`src/rtl/audio_pkg.sv`:
```
// Shared audio-path definitions: servo state encodings and default FIFO thresholds
// for a 64-word audio FIFO.
package audio_pkg;

    typedef enum logic [1:0] {
        SERVO_OFF   = 2'd0,
        SERVO_ACQ   = 2'd1,
        SERVO_TRACK = 2'd2,
        SERVO_LOCK  = 2'd3
    } servo_state_e;

    localparam int DEF_FILL_W   = 6;
    localparam int DEF_NSTEP    = 2;
    localparam int DEF_EMPTY_TH = 4;
    localparam int DEF_LO_TH    = 16;
    localparam int DEF_HI_TH    = 48;
    localparam int DEF_FULL_TH  = 60;
    localparam int DEF_DWELL    = 256;
    localparam int DEF_LOCK_TKS = 1024;

endpackage

```
`src/rtl/fifo_rate_servo_frame_counter.sv`:
```
// Frame-tick counter with synchronous clear; at MAX it either wraps to zero or sticks.
module frame_counter #(
    parameter int W    = 8,
    parameter int MAX  = 255,
    parameter bit WRAP = 1'b0
) (
    input  logic         sample_clk,
    input  logic         nreset,
    input  logic         clr,
    input  logic         inc,
    output logic [W-1:0] count
);

    localparam logic [W-1:0] MAX_V = W'(MAX);

    logic [W-1:0] count_r;

    // Count register: clear beats increment, terminal value wraps or saturates.
    always_ff @(posedge sample_clk or negedge nreset) begin
        if (!nreset) begin
            count_r <= {W{1'b0}};
        end else if (clr) begin
            count_r <= {W{1'b0}};
        end else if (inc) begin
            if (count_r == MAX_V) begin
                count_r <= WRAP ? {W{1'b0}} : MAX_V;
            end else begin
                count_r <= count_r + W'(1);
            end
        end
    end

    assign count = count_r;

endmodule

```
`src/rtl/fifo_rate_servo.sv`:
```
// DAC master-clock trim servo: turns audio FIFO fill level into a signed trim code
// using an acquire/track/lock state machine, dwell timing and sticky slip flags.
module fifo_rate_servo
    import audio_pkg::*;
#(
    parameter int FILL_W   = DEF_FILL_W,
    parameter int NSTEP    = DEF_NSTEP,
    parameter int EMPTY_TH = DEF_EMPTY_TH,
    parameter int LO_TH    = DEF_LO_TH,
    parameter int HI_TH    = DEF_HI_TH,
    parameter int FULL_TH  = DEF_FULL_TH,
    parameter int DWELL    = DEF_DWELL,
    parameter int LOCK_TKS = DEF_LOCK_TKS,
    localparam int SW      = $clog2(NSTEP + 1) + 1
) (
    input  logic              sample_clk,
    input  logic              nreset,
    input  logic              enable,
    input  logic              frame_tick,
    input  logic [FILL_W-1:0] fill_level,
    input  logic              clear_flags,
    output logic [SW-1:0]     adj_code,
    output logic              adj_hi,
    output logic              adj_lo,
    output logic              nom_is_slow,
    output logic [1:0]        servo_state,
    output logic              servo_locked,
    output logic              slip_hi,
    output logic              slip_lo
);

    localparam int CNT_W  = $clog2(DWELL + 1);
    localparam int LOCK_W = $clog2(LOCK_TKS + 1);

    localparam logic [FILL_W-1:0] EMPTY_V = FILL_W'(EMPTY_TH);
    localparam logic [FILL_W-1:0] LO_V    = FILL_W'(LO_TH);
    localparam logic [FILL_W-1:0] HI_V    = FILL_W'(HI_TH);
    localparam logic [FILL_W-1:0] FULL_V  = FILL_W'(FULL_TH);

    localparam logic [CNT_W-1:0]  DWELL_LAST = CNT_W'(DWELL - 1);
    localparam logic [LOCK_W-1:0] LOCK_LAST  = LOCK_W'(LOCK_TKS - 1);

    localparam logic signed [SW-1:0] ADJ_ZERO = SW'(0);
    localparam logic signed [SW-1:0] ADJ_ONE  = SW'(1);
    localparam logic signed [SW-1:0] ADJ_MAX  = SW'(NSTEP);
    localparam logic signed [SW-1:0] ADJ_MIN  = SW'(-NSTEP);

    if (!(EMPTY_TH >= 0 && EMPTY_TH < LO_TH && LO_TH <= HI_TH && HI_TH < FULL_TH &&
          FULL_TH <= (2 ** FILL_W) - 1 && NSTEP >= 1 && DWELL >= 2)) begin : g_param_check
        $error("fifo_rate_servo: illegal threshold or step parameters");
    end

    servo_state_e           state_r, state_nxt;
    logic signed [SW-1:0]   adj_r, adj_nxt;
    logic                   nom_r, nom_nxt;
    logic                   adj_hi_r, adj_lo_r, locked_r;
    logic                   slip_hi_r, slip_lo_r;
    logic                   set_hi_s, set_lo_s;
    logic                   band_clr_s, band_inc_s, dwell_clr_s, dwell_inc_s, lock_clr_s, lock_inc_s;
    logic [CNT_W-1:0]       band_cnt_s, dwell_cnt_s;
    logic [LOCK_W-1:0]      lock_cnt_s;

    logic                   is_full_s, is_empty_s, in_band_s, above_s, below_s;
    logic signed [SW-1:0]   target_s, toward_s, trim_s;
    logic                   trim_chg_s;

    assign is_full_s  = (fill_level >= FULL_V);
    assign is_empty_s = (fill_level <= EMPTY_V);
    assign above_s    = (fill_level > HI_V);
    assign below_s    = (fill_level < LO_V);
    assign in_band_s  = !above_s && !below_s;

    // ACQUIRE walks toward the learned bias; TRACK nudges by one, clamped at +-NSTEP.
    assign target_s   = nom_r ? ADJ_ONE : ADJ_ZERO;
    assign toward_s   = (adj_r < target_s) ? adj_r + ADJ_ONE :
                        (adj_r > target_s) ? adj_r - ADJ_ONE : adj_r;
    assign trim_s     = (above_s && adj_r != ADJ_MAX) ? adj_r + ADJ_ONE :
                        (below_s && adj_r != ADJ_MIN) ? adj_r - ADJ_ONE : adj_r;
    assign trim_chg_s = (dwell_cnt_s == DWELL_LAST) && (trim_s != adj_r);

    // Next-state, trim and counter-control decisions.
    always_comb begin
        state_nxt   = state_r;
        adj_nxt     = adj_r;
        nom_nxt     = nom_r;
        set_hi_s    = 1'b0;
        set_lo_s    = 1'b0;
        band_clr_s  = 1'b0;
        band_inc_s  = 1'b0;
        dwell_clr_s = 1'b0;
        dwell_inc_s = 1'b0;
        lock_clr_s  = 1'b0;
        lock_inc_s  = 1'b0;
        if (!enable) begin
            state_nxt   = SERVO_OFF;
            adj_nxt     = ADJ_ZERO;
            band_clr_s  = 1'b1;
            dwell_clr_s = 1'b1;
            lock_clr_s  = 1'b1;
        end else begin
            case (state_r)
                SERVO_OFF: begin
                    state_nxt   = SERVO_ACQ;
                    band_clr_s  = 1'b1;
                    dwell_clr_s = 1'b1;
                    lock_clr_s  = 1'b1;
                end
                SERVO_ACQ, SERVO_TRACK, SERVO_LOCK: begin
                    if (!frame_tick) begin
                        state_nxt = state_r;
                    end else if (is_full_s) begin
                        adj_nxt    = ADJ_MAX;
                        set_hi_s   = 1'b1;
                        nom_nxt    = (adj_r <= ADJ_ZERO) ? 1'b1 : nom_r;
                        band_clr_s = 1'b1;
                        state_nxt  = SERVO_ACQ;
                    end else if (is_empty_s) begin
                        adj_nxt    = ADJ_MIN;
                        set_lo_s   = 1'b1;
                        nom_nxt    = (adj_r >= ADJ_ZERO) ? 1'b0 : nom_r;
                        band_clr_s = 1'b1;
                        state_nxt  = SERVO_ACQ;
                    end else if (state_r == SERVO_ACQ) begin
                        if (!in_band_s) begin
                            band_clr_s = 1'b1;
                        end else if (band_cnt_s == DWELL_LAST) begin
                            adj_nxt     = toward_s;
                            state_nxt   = SERVO_TRACK;
                            band_clr_s  = 1'b1;
                            dwell_clr_s = 1'b1;
                            lock_clr_s  = 1'b1;
                        end else begin
                            adj_nxt    = toward_s;
                            band_inc_s = 1'b1;
                        end
                    end else begin
                        dwell_inc_s = 1'b1;
                        if (trim_chg_s) begin
                            adj_nxt    = trim_s;
                            lock_clr_s = 1'b1;
                            state_nxt  = SERVO_TRACK;
                        end else if (state_r == SERVO_TRACK && lock_cnt_s >= LOCK_LAST) begin
                            lock_inc_s = 1'b1;
                            state_nxt  = SERVO_LOCK;
                        end else begin
                            lock_inc_s = 1'b1;
                            state_nxt  = state_r;
                        end
                    end
                end
                default: begin
                    state_nxt = SERVO_OFF;
                    adj_nxt   = ADJ_ZERO;
                end
            endcase
        end
    end

    // State, trim code, bias and sticky slip registers; decoded outputs registered too.
    always_ff @(posedge sample_clk or negedge nreset) begin
        if (!nreset) begin
            state_r   <= SERVO_OFF;
            adj_r     <= ADJ_ZERO;
            nom_r     <= 1'b0;
            adj_hi_r  <= 1'b0;
            adj_lo_r  <= 1'b0;
            locked_r  <= 1'b0;
            slip_hi_r <= 1'b0;
            slip_lo_r <= 1'b0;
        end else begin
            state_r   <= state_nxt;
            adj_r     <= adj_nxt;
            nom_r     <= nom_nxt;
            adj_hi_r  <= (adj_nxt > ADJ_ZERO);
            adj_lo_r  <= (adj_nxt < ADJ_ZERO);
            locked_r  <= (state_nxt == SERVO_LOCK);
            slip_hi_r <= set_hi_s ? 1'b1 : (clear_flags ? 1'b0 : slip_hi_r);
            slip_lo_r <= set_lo_s ? 1'b1 : (clear_flags ? 1'b0 : slip_lo_r);
        end
    end

    frame_counter #(.W(CNT_W), .MAX(DWELL), .WRAP(1'b0)) u_band_cnt (
        .sample_clk (sample_clk),
        .nreset     (nreset),
        .clr        (band_clr_s),
        .inc        (band_inc_s),
        .count      (band_cnt_s)
    );

    frame_counter #(.W(CNT_W), .MAX(DWELL - 1), .WRAP(1'b1)) u_dwell_cnt (
        .sample_clk (sample_clk),
        .nreset     (nreset),
        .clr        (dwell_clr_s),
        .inc        (dwell_inc_s),
        .count      (dwell_cnt_s)
    );

    frame_counter #(.W(LOCK_W), .MAX(LOCK_TKS), .WRAP(1'b0)) u_lock_cnt (
        .sample_clk (sample_clk),
        .nreset     (nreset),
        .clr        (lock_clr_s),
        .inc        (lock_inc_s),
        .count      (lock_cnt_s)
    );

    assign adj_code     = adj_r;
    assign adj_hi       = adj_hi_r;
    assign adj_lo       = adj_lo_r;
    assign nom_is_slow  = nom_r;
    assign servo_state  = state_r;
    assign servo_locked = locked_r;
    assign slip_hi      = slip_hi_r;
    assign slip_lo      = slip_lo_r;

endmodule

```
`config.mk`:
```
export PLATFORM = sky130hd
export DESIGN_NAME = fifo_rate_servo
export DESIGN_NICKNAME = d
export VERILOG_FILES = /design/src/rtl/audio_pkg.sv /design/src/rtl/fifo_rate_servo_frame_counter.sv /design/src/rtl/fifo_rate_servo.sv
export SDC_FILE = /design/constraint.sdc
export NUM_CORES = 1
export LEC_CHECK = 0
export CORE_MARGIN = 2
export CORE_UTILIZATION = 30
export DETAILED_ROUTE_END_ITERATION = 12
export MAX_ROUTING_LAYER = met4
export PLACE_DENSITY = 0.49
export SLEW_MARGIN = 0
export SYNTH_ARGS = -nofsm -noshare
export SYNTH_HDL_FRONTEND = slang
export SYNTH_SLANG_ARGS = --single-unit
```
`constraint.sdc`:
```
create_clock -name sample_clk -period 2.85 [get_ports sample_clk]
set_input_delay 0.285 -clock sample_clk [delete_from_list [all_inputs] [get_ports sample_clk]]
set_output_delay 0.285 -clock sample_clk [all_outputs]
set_load 0.03 [all_outputs]
```
# Word level (Yosys, flattened, before mapping)
# Index checks and enable logic that the tools add are counted.
# W data, S select, Z words.
classes:
  n_lt_le_gt_ge: 11
  reduce_logical: 17
  muxes: 91
  n_eq_ne: 12
  addsub: 5
ops:
  columns: ["cell", "count"]
  rows:
  - ["$mux W1", 57]
  - ["$mux W9", 6]
  - ["$mux W3", 12]
  - ["$mux W11", 3]
  - ["$add A9 B1 Y9 const B", 2]
  - ["$eq A9 B8 Y1 const B", 2]
  - ["$mux W2", 9]
  - ["$reduce_bool A2 Y1", 7]
  - ["$add A11 B1 Y11 const B", 1]
  - ["$eq A11 B11 Y1 const B", 1]
  - ["$ge A11 B10 Y1 const B", 1]
  - ["$eq A9 B9 Y1 const B", 1]
  - ["$eq A2 B2 Y1 const B", 3]
  - ["$ge A6 B6 Y1 const B", 1]
  - ["$gt A6 B6 Y1 const B", 1]
  - ["$le A6 B3 Y1 const B", 1]
  - ["$lt A6 B5 Y1 const B", 1]
  - ["$pmux W1 S2", 3]
  - ["$reduce_and A6 Y1", 1]
  - ["$logic_and A1 B1 Y1", 5]
  - ["$pmux W2 S2", 1]
  - ["$add A3 B2 Y3 const B", 1]
  - ["$ge A3 B1 Y1 const B", 1]
  - ["$gt A3 B1 Y1 const B", 1]
  - ["13 further kinds", 14]
totals:
  word_cells: 147
  inputBits: 11
  reg_bits: 40
  out_inout_bits: 11

# Longest topological paths before layout
logic_depth:
  ltp_word: 15
  depth_mapped: 10
  ltp_nobuf: 10

# By module
# Synthesis repeated with hierarchy kept, for this count alone.
unflattened:
  cells_unflattened: 294
  area_unflattened_um2: 2607.5
by_module_without_submodules:
  columns: ["module", "seq_area_each_um2", "cells_each", "n_inst", "area_each_um2"]
  rows:
  - ["fifo_rate_servo", 250.2, 130, 1, 1002.2]
  - ["frame_counter at u_lock_cnt", 275.3, 68, 1, 650.6]
  - ["frame_counter at u_band_cnt", 225.2, 53, 1, 499.2]
  - ["frame_counter at u_dwell_cnt", 225.2, 43, 1, 455.4]

# Worst setup path before layout
# Ideal clock, no wire load.
synth_path:
  path_kind: "flip-flop to flip-flop"
  start: "register, netlist name adj_lo"
  end: "register adj_hi_r (netlist: adj_hi)"
  setup_time_ns: 0.065
  arrival_ns: 2.209
  slack_ns: 0.576
  stages_incl_launch_ff: 10
  n_path_buf: 1
  period_less_slack_ns: 2.274
  t_required_ns: 2.785
  cell_sequence: "dfrtp_1 -> clkbuf_1 -> inv_1 -> ha_1 -> inv_1 -> a2bb2oi_1 -> nor2_1 -> a32o_1 -> o311a_1 -> o21ba_1"
synth_rtl:
  columns: ["element", "line_no", "rtl"]
  rows:
  - ["end signal: assignment", "fifo_rate_servo.sv:174", "adj_hi_r <= (adj_nxt > ADJ_ZERO);"]
  - ["end: declaration", "fifo_rate_servo.sv:56", "logic adj_hi_r, adj_lo_r, locked_r;"]

# Worst setup path in the final report
layout_path:
  start: "register u_dwell_cnt.count_r[0] (netlist: u_dwell_cnt.count[0])"
  end: "register adj_hi_r (netlist: adj_hi)"
layout_via:
  elab_chain_cells: 10
layout_rtl:
  columns: ["element", "line_no", "rtl"]
  rows:
  - ["start: declaration", "fifo_rate_servo_frame_counter.sv:16", "logic [W-1:0] count_r;"]
  - ["start signal: assignment", "fifo_rate_servo_frame_counter.sv:21", "count_r <= {W{1'b0}};"]
  - ["start signal: assignment", "fifo_rate_servo_frame_counter.sv:23", "count_r <= {W{1'b0}};"]
  - ["start signal: assignment", "fifo_rate_servo_frame_counter.sv:26", "count_r <= WRAP ? {W{1'b0}} : MAX_V;"]
  - ["$eq A9 B8 Y1", "fifo_rate_servo.sv:79", "assign trim_chg_s = (dwell_cnt_s == DWELL_LAST) && (trim_s != adj_r);"]
  - ["$logic_and A1 B1 Y1", "fifo_rate_servo.sv:79", null]
  - ["$mux W3", "fifo_rate_servo.sv:138", "if (trim_chg_s) begin"]
  - ["$mux W3", "fifo_rate_servo.sv:123", "end else if (state_r == SERVO_ACQ) begin"]
  - ["$mux W3", "fifo_rate_servo.sv:117", "end else if (is_empty_s) begin"]
  - ["$mux W3", "fifo_rate_servo.sv:111", "end else if (is_full_s) begin"]
  - ["$mux W3", "fifo_rate_servo.sv:109", "if (!frame_tick) begin"]
  - ["$mux W3", "fifo_rate_servo.sv:101", "case (state_r)"]
  - ["$mux W3", "fifo_rate_servo.sv:94", "if (!enable) begin"]
  - ["net adj_nxt[1]", "fifo_rate_servo.sv:54", "logic signed [SW-1:0] adj_r, adj_nxt;"]
  - ["$gt A3 B1 Y1", "fifo_rate_servo.sv:174", null]
# The timed path passes the listed nets, and every way through them passes these cells.
# A chain may end at the register's enable or synchronous reset.

==> flow_metrics.tcl <==
set metrics [dict create \
    cts-buffers-inserted 5 \
    port_buffers 21 \
    crit_family "compound AO/OA/AOI/OAI gates" \
    cts-root-buf "clkbuf_8" \
    first_pass_iters 4 \
    cts_tree "built" \
    worst_r2r_startpoint "u_dwell_cnt.count[0]" \
    place_congestion 0.844 \
    worstPathMaxFanout 7 \
    p_leak_nw 1.23 \
    fin_nets 349 \
    cts.sinks 39 \
    path_depth 8 \
    setup_viol 0 \
    netlist_area_um2 2560 \
    grt_pass1_wl_um 10400 \
    finalHoldViolations 0 \
    track_usage_pct 14.5 \
    arrival_ns 2.66 \
    clock_path_buffers 2 \
    die_h_um 96.4 \
    critPathCaptureType "flop" \
    hp-class "in2async" \
    crit_type "reg2reg" \
    final_max_slew_viol_count 0 \
    period_share_pct 86.7 \
    diodes 0 \
    hold_ws_ns 0.0949 \
    synthDistinctLibCells 59 \
    drcViolationCount 0 \
    area_delta_synth_final_pct 19.6 \
    initial_core_util_pct 31.0 \
    r2r-end "adj_hi" \
    clk_pin_slew_ns 0.08 \
    cpMaxStageDelayCell "a311o_1" \
    ctsHtreeMaxLevel 2 \
    cts_resized 0 \
    synth_edf_count 0 \
    drtIter0Drc 90 \
    postCtsSetupBuffers 0 \
    yosys.area_share.simple_pct 27.7 \
    peakVddDrop_mv 0.157 \
    path_buf_inv 1 \
    pin_count 22 \
    die_w_um 96.4 \
    max_stage_delay_ns 0.39 \
    async_reset_ff_share_pct 100 \
    fillers 865 \
    reg2reg_depth 8 \
    critical_path.endpoint "adj_hi" \
    synth-xor-area-share_pct 2.39 \
    synth_warnings 0 \
    grt_pass1_vias 2122 \
    synth_compound_area_share_pct 21.7 \
    die-area_um2 9290 \
    vias_per_cell 5.28 \
    hpwl_um 4450 \
    finClkSkew_ns 0.00611 \
    fmax_mhz 405 \
    drtAntennaViolNets 0 \
    synth.net_count 316 \
    r2r_slack_ns 0.38 \
    register_area_um2 976 \
    rows 33 \
    fin_tns_setup_ns 0 \
    critPathLaunch "u_dwell_cnt.count[0]" \
    power_density_nw_per_um2 382 \
    start_kind "flop" \
    grt-ovfl-total 0 \
    avgSynthCellArea_um2 8.74 \
    layout.cells.non_filler 432 \
    finalPower_mw 1.17 \
    clk_latency_ns 0.29 \
    outcome "completed" \
    wire_per_inst_um 14.5 \
    ys_seq_elements 39 \
    post-place-cells 424 \
    netlist_instances 293 \
    placeableCoreArea_um2 8260 \
    max-slew-margin-rel_pct 40.2 \
    cts_hold_buf 0 \
    synth_adder_area_share_pct 5.86 \
    synth_top_family_by_area "simple AND/OR/NAND/NOR gates" \
    yosysSeqAreaShare_pct 38.1 \
    grt_antenna_before_repair 0 \
    vias 2283 \
    path_cells "ha_1 > nor2b_1 > nand4_1 > buf_4 > a311oi_1 > o21ai_0 > a311o_1 > o21ba_1" \
    drive_gt1_share_pct 11.0 \
    cap_violations 0 \
    synth.area.mux_share_pct 0.440 \
    tightest_slew_ns 0.898 \
    rsz0062_at_grt "no" \
    multi_input_area_um2 1490 \
    grt_max_degree 40 \
    period_needed_ns 2.47 \
    drt-total-wl_um 6260 \
    required_ns 3.04 \
    synth_top_flop_cell "dfrtp_1" \
]
==> kinds of logic after synthesis <==
kind of cell / count (synthesis)
AOI/OAI and AO/OA: 84
buffers and inverters: 24
muxes: 1
adders and majority gates: 12
xor gates and xnor gates: 7
DFF: 39
and+or+nand+nor: 126
==> flip-flops by register name (all words and copies together) (netlist names) <==
signal             flops
adj_code               2
adj_hi                 1
adj_lo                 1
nom_is_slow            1
servo_locked           1
servo_state            2
slip_hi                1
slip_lo                1
u_band_cnt.count       9
u_dwell_cnt.count      9
u_lock_cnt.count      11
==> power breakdown <==
part	internal (mW)	switching (mW)
Sequential	0.560	0.00898
Combinational	0.0753	0.0984
Clock	0.220	0.208
Total	0.856	0.316
==> synth_stat cells (all sizes together) (2+ instances only) <==
library cell	n	area (µm²)
o31ai	3	22.5
nor3	3	15.0
nor4b	2	17.5
a21oi	25	129
xor2	6	52.6
or3	6	37.5
a311oi	3	26.3
buf	2	12.5
o21ai	26	130
o21ba	4	40.0
nand4	3	18.8
ha	12	150
a211oi	3	35.0
nand3	15	80.1
inv	16	60.1
or4	4	33.8
clkbuf	6	22.5
nor2	29	109
nand4b	3	26.3
o21a	4	30.0
nor3b	3	33.8
or4b	2	20.0
a31oi	3	25.0
and2	4	25.0
or2	2	12.5
nand3b	3	22.5
and3	8	50.1
nor2b	8	50.1
nand2	22	82.6
and4	5	43.8
dfrtp	39	976
and4b	2	20.0
==> worst min path at each step <==
| stage | end | slack, ns | cells past startpoint |
|---|---|---|---|
| floorplan | adj_code[0] | -0.01 | 0 |
| global placement | slip_hi | 0.47 | 1 |
| CTS | u_dwell_cnt.count[7] | 0.16 | 1 |
| detailed placement | nom_is_slow | 0.48 | 1 |
| global route | nom_is_slow | 0.21 | 1 |
| finish | nom_is_slow | 0.09 | 1 |
==> per-layer routing <==
metal	part of all wire [%]	routed length [µm]	global-route usage, %	vias up
met5	0	0	-	-
met4	1.1	68	3.64	0
met3	3.6	227	2.48	9
met2	43	2710	21.8	34
met1	52	3250	20.5	1104
li1	-	-	-	1136
==> placed cells by master (no fill, tap or decap), types with 4 or more instances in the layout <==
| cell type | count |
|---|---|
| and4_1 | 5 |
| and3_1 | 8 |
| or3_1 | 6 |
| nand3_1 | 14 |
| nor2b_1 | 8 |
| o21ai_0 | 24 |
| clkbuf_8 | 7 |
| nand2_1 | 22 |
| o21a_1 | 4 |
| nor2_1 | 29 |
| clkdlybuf4s50_1 | 20 |
| ha_1 | 12 |
| and2_1 | 4 |
| xor2_1 | 6 |
| buf_4 | 13 |
| a21oi_1 | 24 |
| dfrtp_1 | 39 |
| inv_1 | 16 |
==> area by class of cell <==
type | instances | share of cell area [%]
tap | 105 | 4.29
clock inverter | 1 | 0.245
clock buffer | 7 | 3.14
inverter | 16 | 1.96
timing repair buffer | 34 | 9.88
sequential | 39 | 31.8
multi-input combinational | 230 | 48.6
==> metrics by stage <==
stage	worst slack, ns	utilization, %	cell area, µm²
5_1_grt	0.212	37.1	3060
3_3_place_gp	0.133	35.8	2960
2_1_floorplan	0.576	-	2560
6_report	0.379	37.1	3060
3_5_place_dp	0.178	35.8	2960
4_1_cts	0.403	37.1	3060
No activity file was read; power rests on OpenSTA's default activity.
